==> src/rtl/i_decode.sv <==
// Instruction decode stage: decodes the fetched instruction into a control
// word and sign-extended immediate, reads operands from the 32-entry integer
// register file, and registers everything into the ID/EX pipeline register.
// Stall holds the ID/EX register; flush loads a bubble (all fields zero).
// Optional feature macro: ID_WB_BYPASS_EN -- when defined, a writeback to a
// register being read on the same edge is captured write-first.
module i_decode #(
  parameter int DATA_WIDTH  = 32,
  parameter int INSTR_WIDTH = 32,
  parameter int REG_COUNT   = 32,
  parameter int PC_WIDTH    = 5,
  localparam int REG_ADDR_WIDTH = $clog2(REG_COUNT)
) (
  input  logic                      i_clk,
  input  logic                      i_reset_n,
  input  logic [INSTR_WIDTH-1:0]    i_IF_instr,
  input  logic [PC_WIDTH-1:0]       i_IF_program_cntr,
  input  logic [PC_WIDTH-1:0]       i_IF_program_cntr_next,
  input  logic                      i_stall,
  input  logic                      i_flush,
  input  logic                      i_WB_reg_wr_en,
  input  logic [REG_ADDR_WIDTH-1:0] i_WB_rd_addr,
  input  logic [DATA_WIDTH-1:0]     i_WB_rd_data,
  output logic                      o_ID_valid,
  output logic                      o_ID_illegal,
  output logic [DATA_WIDTH-1:0]     o_ID_rs1_data,
  output logic [DATA_WIDTH-1:0]     o_ID_rs2_data,
  output logic [DATA_WIDTH-1:0]     o_ID_imm,
  output logic [REG_ADDR_WIDTH-1:0] o_ID_rs1_addr,
  output logic [REG_ADDR_WIDTH-1:0] o_ID_rs2_addr,
  output logic [REG_ADDR_WIDTH-1:0] o_ID_rd_addr,
  output logic [PC_WIDTH-1:0]       o_ID_program_cntr,
  output logic [PC_WIDTH-1:0]       o_ID_program_cntr_next,
  output logic [2:0]                o_ID_funct3,
  output logic [3:0]                o_ID_alu_ctrl,
  output logic                      o_ID_alu_a_sel,
  output logic                      o_ID_alu_b_sel,
  output logic [1:0]                o_ID_result_sel,
  output logic                      o_ID_reg_wr_en,
  output logic                      o_ID_mem_rd_en,
  output logic                      o_ID_mem_wr_en,
  output logic                      o_ID_branch,
  output logic                      o_ID_jump
);

  localparam logic [6:0] OP_R      = 7'b0110011;
  localparam logic [6:0] OP_I      = 7'b0010011;
  localparam logic [6:0] OP_LOAD   = 7'b0000011;
  localparam logic [6:0] OP_STORE  = 7'b0100011;
  localparam logic [6:0] OP_BRANCH = 7'b1100011;
  localparam logic [6:0] OP_JAL    = 7'b1101111;
  localparam logic [6:0] OP_JALR   = 7'b1100111;
  localparam logic [6:0] OP_LUI    = 7'b0110111;
  localparam logic [6:0] OP_AUIPC  = 7'b0010111;

  localparam logic [3:0] ALU_ADD  = 4'd0;
  localparam logic [3:0] ALU_SUB  = 4'd1;
  localparam logic [3:0] ALU_SLL  = 4'd2;
  localparam logic [3:0] ALU_SLT  = 4'd3;
  localparam logic [3:0] ALU_SLTU = 4'd4;
  localparam logic [3:0] ALU_XOR  = 4'd5;
  localparam logic [3:0] ALU_SRL  = 4'd6;
  localparam logic [3:0] ALU_SRA  = 4'd7;
  localparam logic [3:0] ALU_OR   = 4'd8;
  localparam logic [3:0] ALU_AND  = 4'd9;
  localparam logic [3:0] ALU_PASS = 4'd10;

  // One ID/EX pipeline record; flush simply loads '0.
  typedef struct packed {
    logic                      valid;
    logic                      illegal;
    logic [DATA_WIDTH-1:0]     rs1_data;
    logic [DATA_WIDTH-1:0]     rs2_data;
    logic [DATA_WIDTH-1:0]     imm;
    logic [REG_ADDR_WIDTH-1:0] rs1_addr;
    logic [REG_ADDR_WIDTH-1:0] rs2_addr;
    logic [REG_ADDR_WIDTH-1:0] rd_addr;
    logic [PC_WIDTH-1:0]       pc;
    logic [PC_WIDTH-1:0]       pc_next;
    logic [2:0]                funct3;
    logic [3:0]                alu_ctrl;
    logic                      alu_a_sel;
    logic                      alu_b_sel;
    logic [1:0]                result_sel;
    logic                      reg_wr_en;
    logic                      mem_rd_en;
    logic                      mem_wr_en;
    logic                      branch;
    logic                      jump;
  } id_ex_t;

  logic [31:0]               ins;
  logic [6:0]                opcode;
  logic [2:0]                funct3;
  logic                      f7b5;
  logic [REG_ADDR_WIDTH-1:0] rs1_a;
  logic [REG_ADDR_WIDTH-1:0] rs2_a;
  logic [REG_ADDR_WIDTH-1:0] rd_a;
  logic [31:0]               imm_i, imm_s, imm_b, imm_u, imm_j;
  logic [3:0]                alu_from_f3;
  logic [DATA_WIDTH-1:0]     rs1_rd, rs2_rd;
  logic [DATA_WIDTH-1:0]     rf_q [REG_COUNT];
  id_ex_t                    id_ex_d, id_ex_q;

  assign ins    = i_IF_instr[31:0];
  assign opcode = ins[6:0];
  assign funct3 = ins[14:12];
  assign f7b5   = ins[30];
  assign rs1_a  = REG_ADDR_WIDTH'(ins[19:15]);
  assign rs2_a  = REG_ADDR_WIDTH'(ins[24:20]);
  assign rd_a   = REG_ADDR_WIDTH'(ins[11:7]);

  assign imm_i = {{20{ins[31]}}, ins[31:20]};
  assign imm_s = {{20{ins[31]}}, ins[31:25], ins[11:7]};
  assign imm_b = {{19{ins[31]}}, ins[31], ins[7], ins[30:25], ins[11:8], 1'b0};
  assign imm_u = {ins[31:12], 12'b0};
  assign imm_j = {{11{ins[31]}}, ins[31], ins[19:12], ins[20], ins[30:21], 1'b0};

  // ALU operation shared by R and I-ALU forms; SUB is only legal for R.
  always_comb begin
    alu_from_f3 = ALU_ADD;
    unique case (funct3)
      3'b000: alu_from_f3 = (opcode == OP_R && f7b5) ? ALU_SUB : ALU_ADD;
      3'b001: alu_from_f3 = ALU_SLL;
      3'b010: alu_from_f3 = ALU_SLT;
      3'b011: alu_from_f3 = ALU_SLTU;
      3'b100: alu_from_f3 = ALU_XOR;
      3'b101: alu_from_f3 = f7b5 ? ALU_SRA : ALU_SRL;
      3'b110: alu_from_f3 = ALU_OR;
      default: alu_from_f3 = ALU_AND;
    endcase
  end

  // Operand read; x0 is hardwired to zero.
  always_comb begin
    rs1_rd = (rs1_a == '0) ? '0 : rf_q[rs1_a];
    rs2_rd = (rs2_a == '0) ? '0 : rf_q[rs2_a];
`ifdef ID_WB_BYPASS_EN
    if (i_WB_reg_wr_en && i_WB_rd_addr != '0 && i_WB_rd_addr == rs1_a) rs1_rd = i_WB_rd_data;
    if (i_WB_reg_wr_en && i_WB_rd_addr != '0 && i_WB_rd_addr == rs2_a) rs2_rd = i_WB_rd_data;
`endif
  end

  // Decode the fetched instruction into the next ID/EX record.
  always_comb begin
    id_ex_d          = '0;
    id_ex_d.valid    = (ins != 32'h0);
    id_ex_d.rs1_data = rs1_rd;
    id_ex_d.rs2_data = rs2_rd;
    id_ex_d.rs1_addr = rs1_a;
    id_ex_d.rs2_addr = rs2_a;
    id_ex_d.pc       = i_IF_program_cntr;
    id_ex_d.pc_next  = i_IF_program_cntr_next;
    id_ex_d.funct3   = funct3;
    unique case (opcode)
      OP_R: begin
        id_ex_d.alu_ctrl  = alu_from_f3;
        id_ex_d.reg_wr_en = 1'b1;
      end
      OP_I: begin
        id_ex_d.alu_ctrl  = alu_from_f3;
        id_ex_d.alu_b_sel = 1'b1;
        id_ex_d.imm       = DATA_WIDTH'($signed(imm_i));
        id_ex_d.reg_wr_en = 1'b1;
      end
      OP_LOAD: begin
        id_ex_d.alu_b_sel  = 1'b1;
        id_ex_d.imm        = DATA_WIDTH'($signed(imm_i));
        id_ex_d.result_sel = 2'd1;
        id_ex_d.reg_wr_en  = 1'b1;
        id_ex_d.mem_rd_en  = 1'b1;
      end
      OP_STORE: begin
        id_ex_d.alu_b_sel = 1'b1;
        id_ex_d.imm       = DATA_WIDTH'($signed(imm_s));
        id_ex_d.mem_wr_en = 1'b1;
      end
      OP_BRANCH: begin
        // Branch compare runs through the ALU as rs1 - rs2.
        id_ex_d.alu_ctrl = ALU_SUB;
        id_ex_d.imm      = DATA_WIDTH'($signed(imm_b));
        id_ex_d.branch   = 1'b1;
      end
      OP_JAL: begin
        id_ex_d.alu_a_sel  = 1'b1;
        id_ex_d.alu_b_sel  = 1'b1;
        id_ex_d.imm        = DATA_WIDTH'($signed(imm_j));
        id_ex_d.result_sel = 2'd2;
        id_ex_d.reg_wr_en  = 1'b1;
        id_ex_d.jump       = 1'b1;
      end
      OP_JALR: begin
        id_ex_d.alu_b_sel  = 1'b1;
        id_ex_d.imm        = DATA_WIDTH'($signed(imm_i));
        id_ex_d.result_sel = 2'd2;
        id_ex_d.reg_wr_en  = 1'b1;
        id_ex_d.jump       = 1'b1;
      end
      OP_LUI: begin
        id_ex_d.alu_ctrl  = ALU_PASS;
        id_ex_d.alu_b_sel = 1'b1;
        id_ex_d.imm       = DATA_WIDTH'($signed(imm_u));
        id_ex_d.reg_wr_en = 1'b1;
      end
      OP_AUIPC: begin
        id_ex_d.alu_a_sel = 1'b1;
        id_ex_d.alu_b_sel = 1'b1;
        id_ex_d.imm       = DATA_WIDTH'($signed(imm_u));
        id_ex_d.reg_wr_en = 1'b1;
      end
      default: id_ex_d.illegal = id_ex_d.valid;
    endcase
    // A non-writing instruction must never look like a producer to forwarding.
    id_ex_d.rd_addr = id_ex_d.reg_wr_en ? rd_a : '0;
  end

  // ID/EX register: flush beats stall, stall holds, otherwise load.
  always_ff @(posedge i_clk or negedge i_reset_n) begin
    if (!i_reset_n)   id_ex_q <= '0;
    else if (i_flush) id_ex_q <= '0;
    else if (!i_stall) id_ex_q <= id_ex_d;
  end

  // Register file write port; independent of stall and flush.
  always_ff @(posedge i_clk or negedge i_reset_n) begin
    if (!i_reset_n) begin
      for (int i = 0; i < REG_COUNT; i++) rf_q[i] <= '0;
    end else if (i_WB_reg_wr_en && i_WB_rd_addr != '0) begin
      rf_q[i_WB_rd_addr] <= i_WB_rd_data;
    end
  end

  assign o_ID_valid             = id_ex_q.valid;
  assign o_ID_illegal           = id_ex_q.illegal;
  assign o_ID_rs1_data          = id_ex_q.rs1_data;
  assign o_ID_rs2_data          = id_ex_q.rs2_data;
  assign o_ID_imm               = id_ex_q.imm;
  assign o_ID_rs1_addr          = id_ex_q.rs1_addr;
  assign o_ID_rs2_addr          = id_ex_q.rs2_addr;
  assign o_ID_rd_addr           = id_ex_q.rd_addr;
  assign o_ID_program_cntr      = id_ex_q.pc;
  assign o_ID_program_cntr_next = id_ex_q.pc_next;
  assign o_ID_funct3            = id_ex_q.funct3;
  assign o_ID_alu_ctrl          = id_ex_q.alu_ctrl;
  assign o_ID_alu_a_sel         = id_ex_q.alu_a_sel;
  assign o_ID_alu_b_sel         = id_ex_q.alu_b_sel;
  assign o_ID_result_sel        = id_ex_q.result_sel;
  assign o_ID_reg_wr_en         = id_ex_q.reg_wr_en;
  assign o_ID_mem_rd_en         = id_ex_q.mem_rd_en;
  assign o_ID_mem_wr_en         = id_ex_q.mem_wr_en;
  assign o_ID_branch            = id_ex_q.branch;
  assign o_ID_jump              = id_ex_q.jump;

endmodule

==> config.mk <==
export PLATFORM = sky130hd
export DESIGN_NAME = i_decode
export DESIGN_NICKNAME = d
export VERILOG_FILES = /design/src/rtl/i_decode.sv
export SDC_FILE = /design/constraint.sdc
export NUM_CORES = 2
export LEC_CHECK = 0
export BUFFER_PORTS_ARGS = -buffer_cell sky130_fd_sc_hd__buf_2
export CELL_PAD_IN_SITES_DETAIL_PLACEMENT = 1
export CELL_PAD_IN_SITES_GLOBAL_PLACEMENT = 2
export CORE_MARGIN = 3
export CORE_UTILIZATION = 41
export DETAILED_ROUTE_END_ITERATION = 6
export PLACE_DENSITY = 0.76
export SYNTH_ARGS = -nofsm -noshare
export SYNTH_HDL_FRONTEND = slang
export SYNTH_SLANG_ARGS = --single-unit
==> constraint.sdc <==
create_clock -name i_clk -period 1.7 [get_ports i_clk]
set_input_delay 0.085 -clock i_clk [delete_from_list [all_inputs] [get_ports i_clk]]
set_output_delay 0.085 -clock i_clk [all_outputs]
set_load 0.02 [all_outputs]
== After elaboration in Yosys (flattened, before gate mapping) ==
Cells that the tools add are included.
Word-level totals
  register bits after elaboration: 1163
  latch bits: 0
  RAM bits: 0
  bits in read-only memories: 0
  bits of input ports: 84
  output and inout port bits: 139
  logic and storage cells: 119
  memories kept: 0
Cells by class
  add/subtract/negate cells: 0
  multipliers: 0
  divide/modulo/power cells: 0
  order comparisons: 4
  equality and inequality tests: 16
  shift-type cells: 0
  mux-type cells: 28
  bitwise gates (word level): 3
  reductions and logical operators: 16
Operators with widths (number)
  bitwise mux 1024 bit: 1
  binary-select mux 32 bit (select 5 bit): 2
  two-way mux 139 bit: 2
  two-way mux 32 bit: 7
  demux 32 bit (select 5 bit): 1
  one-hot mux 32 bit (5 select lines): 1
  nonzero test 32 bit: 1
  one-hot mux 4 bit (7 select lines): 1
  equality test 7 x 6 -> 1 bit (second input constant): 3
  equality test 7 bit (second input constant): 3
  greater-or-equal comparator 6 bit (second input constant): 3
  NOT 5 -> 6 bit: 3
  equality test 7 x 5 -> 1 bit (second input constant): 2
  OR reduction 7 bit: 2
  one-hot mux 4 bit (3 select lines): 1
  logical NOT 5 bit: 2
  two-way mux 1 bit: 10
  equality test 3 bit (second input constant): 3
  OR reduction 9 bit: 1
  OR reduction 2 bit: 4
  equality test 7 x 2 -> 1 bit (second input constant): 1
  equality test 3 x 2 -> 1 bit (second input constant): 2
  less-than comparator 6 x 1 -> 1 bit (second input constant): 1
  two-way mux 5 bit: 1
  7 further kinds: 9

== Depth between registers and ports, before layout ==
  word-level depth: 7
  gate-level depth with buffers: 9
  gate-level depth less buffers: 5

== Worst setup path after synthesis ==
No wires, ideal clock.
  path kind: in2reg
  start: input port i_IF_instr[20]
  end: register id_ex_q (netlist bit o_ID_rs2_data[13])
  setup time: 0.121 ns
  data arrival time: 1.718 ns
  required time: 1.579 ns
  slack: -0.139 ns
  stages: 7
  path buffers: 3
  path through: buf_2 -> buf_4 -> buf_2 -> mux4_2 -> a22oi_1 -> nand3_1 -> a22o_1
Between the ends
  word-level cells in the longest chain between the ends: 7
RTL lines
  start: declaration: RTL line 16  | input logic [INSTR_WIDTH-1:0] i_IF_instr,
  NOT 5 -> 6 bit (implied by the code): RTL line 137  | rs2_rd = (rs2_a == '0) ? '0 : rf_q[rs2_a];
  binary-select mux 32 bit (select 5 bit): RTL line 137
  two-way mux 32 bit (implied by the code) (2 in series): RTL line 137
  two-way mux 32 bit (*): RTL line 137
  two-way mux 139 bit (*): RTL line 221  | else if (!i_stall) id_ex_q <= id_ex_d;
  two-way mux 139 bit (*): RTL line 220  | else if (i_flush) id_ex_q <= '0;
  end signal: assignment: RTL line 221
  end: declaration: RTL line 103  | id_ex_t id_ex_d, id_ex_q;
Every way passes the cells marked *; elsewhere a longest branch is shown, timed or not. The select of a mux whose other input is x is not followed.
A chain may end at the register's enable or synchronous reset.

== Final worst setup path ==
  start: register rf_q[296] (netlist bit)
  end: register id_ex_q (netlist bit o_ID_rs2_data[8])
Between the ends
  word-level cells in the longest chain between the ends: 6
RTL lines
  start: declaration: RTL line 102  | logic [DATA_WIDTH-1:0] rf_q [REG_COUNT];
  start signal: indexed assignment: RTL line 229  | rf_q[i_WB_rd_addr] <= i_WB_rd_data;
  binary-select mux 32 bit (select 5 bit): RTL line 137
  two-way mux 32 bit (implied by the code) (2 in series): RTL line 137
  two-way mux 32 bit: RTL line 137
  two-way mux 139 bit: RTL line 221
  two-way mux 139 bit: RTL line 220
Every way passes these cells. The select of a mux whose other input is x is not followed.

==> summary by stage <==
Placed design
The congestion estimate from routability-driven global placement came to 0.8483. After detailed placement, the total cell area comes to 67490 um2. Detailed placement ended at an HPWL of 144500 um. The cell count after placement is 6268.

The count of input and output buffers is 222. At the placement stage, the worst setup path has a slack of -0.4694 ns.

Floorplan
The effective utilization at floorplan is 41.46%. During I/O placement, the number of pins put on the boundary was 223. The die covers 150400 um2. The die outline width is 387.8 um. The number of standard-cell rows in the floorplan is 139. The area of the placeable core is 144200 um2. The vertical extent of the die is 387.8 um.

Timing
Setup repair after global routing could not meet its margin everywhere. The max-slew violation count is 0. For the pin with the worst max-slew slack, the measured transition is 0.7660 ns. Measured against its own limit, the worst slew margin works out to 48.66%. Derived from the worst setup path, the maximum achievable clock frequency is 580.6 MHz. For the finished layout, the period the worst path requires is 1.722 ns. Setup violations remaining at the end of the flow were counted as 5. The number of endpoints with negative hold slack in the final report is 0. Dividing the final minimum period by the clock period gives 101.3%. The clock arrives with 0.04196 ns of skew.

The final setup slack of the worst path is -0.02240 ns.

Setup path
STA classifies the critical path endpoint as a flip-flop. The data required time of the worst path is 2.35 ns. The startpoint class of the critical path is a flip-flop. At the worst endpoint, the arrival time is 2.37 ns. The type of the setup path with the least slack is flip-flop to flip-flop. Along the worst path, the maximum fanout reaches 2.

Min path
The kind of path behind the tightest hold check is input pin to flip-flop.

Global routing
The initial antenna violation count is 11. The number of global-route vias before repair is 44670. The first-pass GRT wire length is 321600 um.

The global router's overall resource usage is 29.12%. For this run the aggregate overflow at the end of global routing stands at 0. Entering global routing, the biggest net connects 84 pins.

Routing
The count of antenna-violating nets left after detailed routing is 0. Using the TritonRoute via totals, the vias-per-cell ratio works out to 6.350. The initial detailed-routing violation count is 3748. After detailed routing, the average wire length per cell comes to 33.31 um. The DRC violation count after routing is 7. The first detailed-routing pass ran for 7 iterations.

The total wire length is 219800 um. Across all layers, the routed design uses 41910 vias.

Power
The total leakage power is 32.67 nW. Power comes to 0.08285 W. Dividing total power by cell area gives a power density of 1132 nW/um2. IR analysis of the VDD net gives a maximum drop of 0.001101 V.

Cells and area
Cells fill 50.75% of the core in the end. The net count reported at finish is 4679. Compared with the post-synthesis result, the final layout area differs by 22.42%.

The number of fill cells is 13750. With fillers left out, the area of the finished cells amounts to 73180 um2. The post-layout instance count excluding filler cells is 6599. The fraction of layout instances using a drive strength above 1 is 53.29%.

Status
The run finished, with violations left. The final reports fail on design-rule violations, negative setup slack.

CTS
At the later pin of the worst-skew pair, clock insertion delay measures 0.79 ns. The number of CTS-inserted buffers is 133. The count of clock tree sinks is 1162. TritonCTS built the clock tree.

The H-tree depth is 4. In this run the deepest clock path goes through 3 buffers. The library cell used as clock root buffer is sky130_fd_sc_hd__clkbuf_16. Clock-pin slew was measured on the worst setup and hold paths at 0.06 ns.

Logic synthesis
The proportion of netlist area held by the largest area contributor is 48.65%. The synthesized design contains 0 enable-type register cells. Yosys mapped the design onto 57 distinct sky130hd cell types. The number of synthesized register bits is 1162. The top cell type by total area after synthesis is sky130_fd_sc_hd__dfrtp_1. The sequential share of the synthesized area is 48.65%. By area the synthesized netlist is led by sky130_fd_sc_hd__dfrtp_1 (49%), sky130_fd_sc_hd__mux2_2 (19%), sky130_fd_sc_hd__mux4_2 (17%), sky130_fd_sc_hd__mux2i_1 (3.4%), sky130_fd_sc_hd__clkbuf_1 (1.6%). The synthesized netlist occupies a cell area of 59770 um2. The main flop type after synthesis is sky130_fd_sc_hd__dfrtp_1.

Yosys printed 0 warnings. The synthesized netlist net count is 4183. The post-synthesis cell count is 4099. In this run the mean area of a mapped cell was 14.58 um2. For this run, asynchronously set or reset flops after synthesis account for 100.0%.

Flow run
Max-cap violations in this run came to 0.
==> cells in the mapped netlist (all sizes together), types with 11 or more instances <==
cell	instances
a211o	25
a211oi	41
a21oi	53
a221oi	41
a22o	38
a22oi	46
buf	203
clkbuf	249
dfrtp	1162
mux2	1032
mux2i	205
mux4	459
nand2	133
nand3	33
nor2	78
nor2b	14
nor3	12
o21ai	113
o221ai	11
o22ai	55
==> what timing repair did <==
item                                   in CTS  in global routing
buffers inserted                            3                  2
pin swaps                                   7                  6
resized for setup                          15                 37
endpoints found under the hold margin    2215                  0
setup endpoints to repair                  12                 48
hold buffers                               90                  0
==> routing by layer <==
layer  vias to the layer above  wire length [um]  part of all wire, %  track usage [%]
met1                     23130             95810                   44            41.20
met2                      1626            101200                   46            45.02
met3                       392             14780                  6.7            5.378
li1                      16760                 -                    -                -
met4                         4              7999                  3.6            10.49
met5                         -                24                0.011                0
==> report_power, final <==
part | switching (W) | internal [W] | leakage, nW
clock | 0.0121 | 0.0181 | 2.21
combinational | 0.00670 | 0.00966 | 15.5
sequential | 0.00387 | 0.0325 | 15.0
total | 0.0227 | 0.0602 | 32.7
==> stage by stage <==
stage               setup TNS [ns]  hold slack [ns]
floorplan                  -0.5621          -0.2106
global route               -0.2175         0.004895
CTS                              0         -0.01750
detailed placement          -67.65          0.04246
global placement            -52.25          0.04830
finish                    -0.03787         0.003814
==> area by class of cell <==
type	instances	area [um2]	share of cell area (%)
Multi-Input combinational cell	2480	29150	39.84
Sequential cell	1162	29080	39.74
Timing Repair Buffer	813	8020	10.96
Clock buffer	193	3901	5.331
Tap cell	1903	2381	3.254
Clock inverter	38	609.3	0.8327
Inverter	5	18.77	0.02565
Antenna cell	5	12.51	0.01710
==> placed cells by master (no fill, tap or decap), types with 7 or more instances in the layout <==
| master | synthesis | routed |
|---|---|---|
| sky130_fd_sc_hd__bufinv_16 | 0 | 14 |
| sky130_fd_sc_hd__dfrtp_1 | 1162 | 1159 |
| sky130_fd_sc_hd__mux2_2 | 1032 | 1031 |
| sky130_fd_sc_hd__mux4_2 | 459 | 459 |
| sky130_fd_sc_hd__dlygate4sd3_1 | 0 | 89 |
| sky130_fd_sc_hd__clkbuf_8 | 0 | 22 |
| sky130_fd_sc_hd__buf_12 | 0 | 171 |
| sky130_fd_sc_hd__nand2_1 | 132 | 116 |
| sky130_fd_sc_hd__a22o_1 | 38 | 38 |
| sky130_fd_sc_hd__o21ai_1 | 2 | 9 |
| sky130_fd_sc_hd__mux2i_1 | 205 | 203 |
| sky130_fd_sc_hd__nor2b_1 | 14 | 11 |
| sky130_fd_sc_hd__nand2_4 | 0 | 11 |
| sky130_fd_sc_hd__a211o_1 | 25 | 25 |
| sky130_fd_sc_hd__a211oi_1 | 41 | 34 |
| sky130_fd_sc_hd__a211oi_2 | 0 | 7 |
| sky130_fd_sc_hd__o21ai_0 | 111 | 103 |
| sky130_fd_sc_hd__clkbuf_1 | 249 | 32 |
| sky130_fd_sc_hd__buf_2 | 94 | 212 |
| sky130_fd_sc_hd__o22ai_1 | 55 | 53 |
| sky130_fd_sc_hd__a22oi_1 | 46 | 45 |
| sky130_fd_sc_hd__a221o_1 | 9 | 9 |
| sky130_fd_sc_hd__o221ai_1 | 11 | 11 |
| sky130_fd_sc_hd__a221oi_2 | 0 | 10 |
| sky130_fd_sc_hd__a21oi_1 | 53 | 51 |
| sky130_fd_sc_hd__buf_4 | 32 | 328 |
| sky130_fd_sc_hd__o22a_1 | 7 | 7 |
| sky130_fd_sc_hd__nor3b_1 | 9 | 8 |
| sky130_fd_sc_hd__a221oi_1 | 41 | 30 |
| sky130_fd_sc_hd__nor2_4 | 0 | 17 |
| sky130_fd_sc_hd__nand3_1 | 33 | 32 |
| sky130_fd_sc_hd__clkbuf_16 | 0 | 139 |
| sky130_fd_sc_hd__clkinv_2 | 0 | 12 |
| sky130_fd_sc_hd__nand3b_1 | 7 | 7 |
| sky130_fd_sc_hd__nor2_1 | 78 | 61 |
| sky130_fd_sc_hd__nor3_1 | 10 | 8 |
==> critical path, cell delays in order, from the launching register on <==
cell,delay [ns]
sky130_fd_sc_hd__dfrtp_1,0.40
sky130_fd_sc_hd__mux4_2,0.48
sky130_fd_sc_hd__a22o_1,0.23
sky130_fd_sc_hd__a211oi_2,0.19
sky130_fd_sc_hd__a21oi_2,0.09
sky130_fd_sc_hd__a22o_1,0.19
==> worst paths after layout <==
kind | from | depth (start not counted) | to | slack [ns]
setup / recovery | rf_q[296]$_DFFE_PN0P_ | 5 | o_ID_rs2_data[8]$_DFFE_PN0P_ | -0.02
max in group asynchronous | i_reset_n | 3 | rf_q[715]$_DFFE_PN0P_ | 0.43
hold reg to reg | rf_q[1023]$_DFFE_PN0P_ | 0 | rf_q[1023]$_DFFE_PN0P_ | 0.40
min in group asynchronous | i_reset_n | 3 | rf_q[215]$_DFFE_PN0P_ | 0.07
hold / removal | i_IF_instr[8] | 5 | o_ID_illegal$_DFFE_PN0P_ | 0.004
setup reg to reg | rf_q[296]$_DFFE_PN0P_ | 5 | o_ID_rs2_data[8]$_DFFE_PN0P_ | -0.02
==> state kept, by name, summed over array words and instances (netlist names) <==
register,cells
o_ID_funct3,3
rf_q,1024
o_ID_rs2_data,32
o_ID_imm,32
o_ID_result_sel,2
o_ID_rs2_addr,5
o_ID_alu_a_sel,1
o_ID_program_cntr,5
o_ID_reg_wr_en,1
o_ID_rd_addr,5
o_ID_illegal,1
o_ID_alu_ctrl,4
o_ID_mem_wr_en,1
o_ID_rs1_addr,5
o_ID_rs1_data,32
o_ID_valid,1
o_ID_branch,1
o_ID_alu_b_sel,1
o_ID_jump,1
o_ID_program_cntr_next,5
==> cells by family after synthesis <==
kind of cell	synth area share [%]
muxes	40.17
AOI/OAI and AO/OA	5.304
and+or+nand+nor	2.524
buffers and inverters	3.355
DFF	48.65
Power figures use the tool's default switching activity.
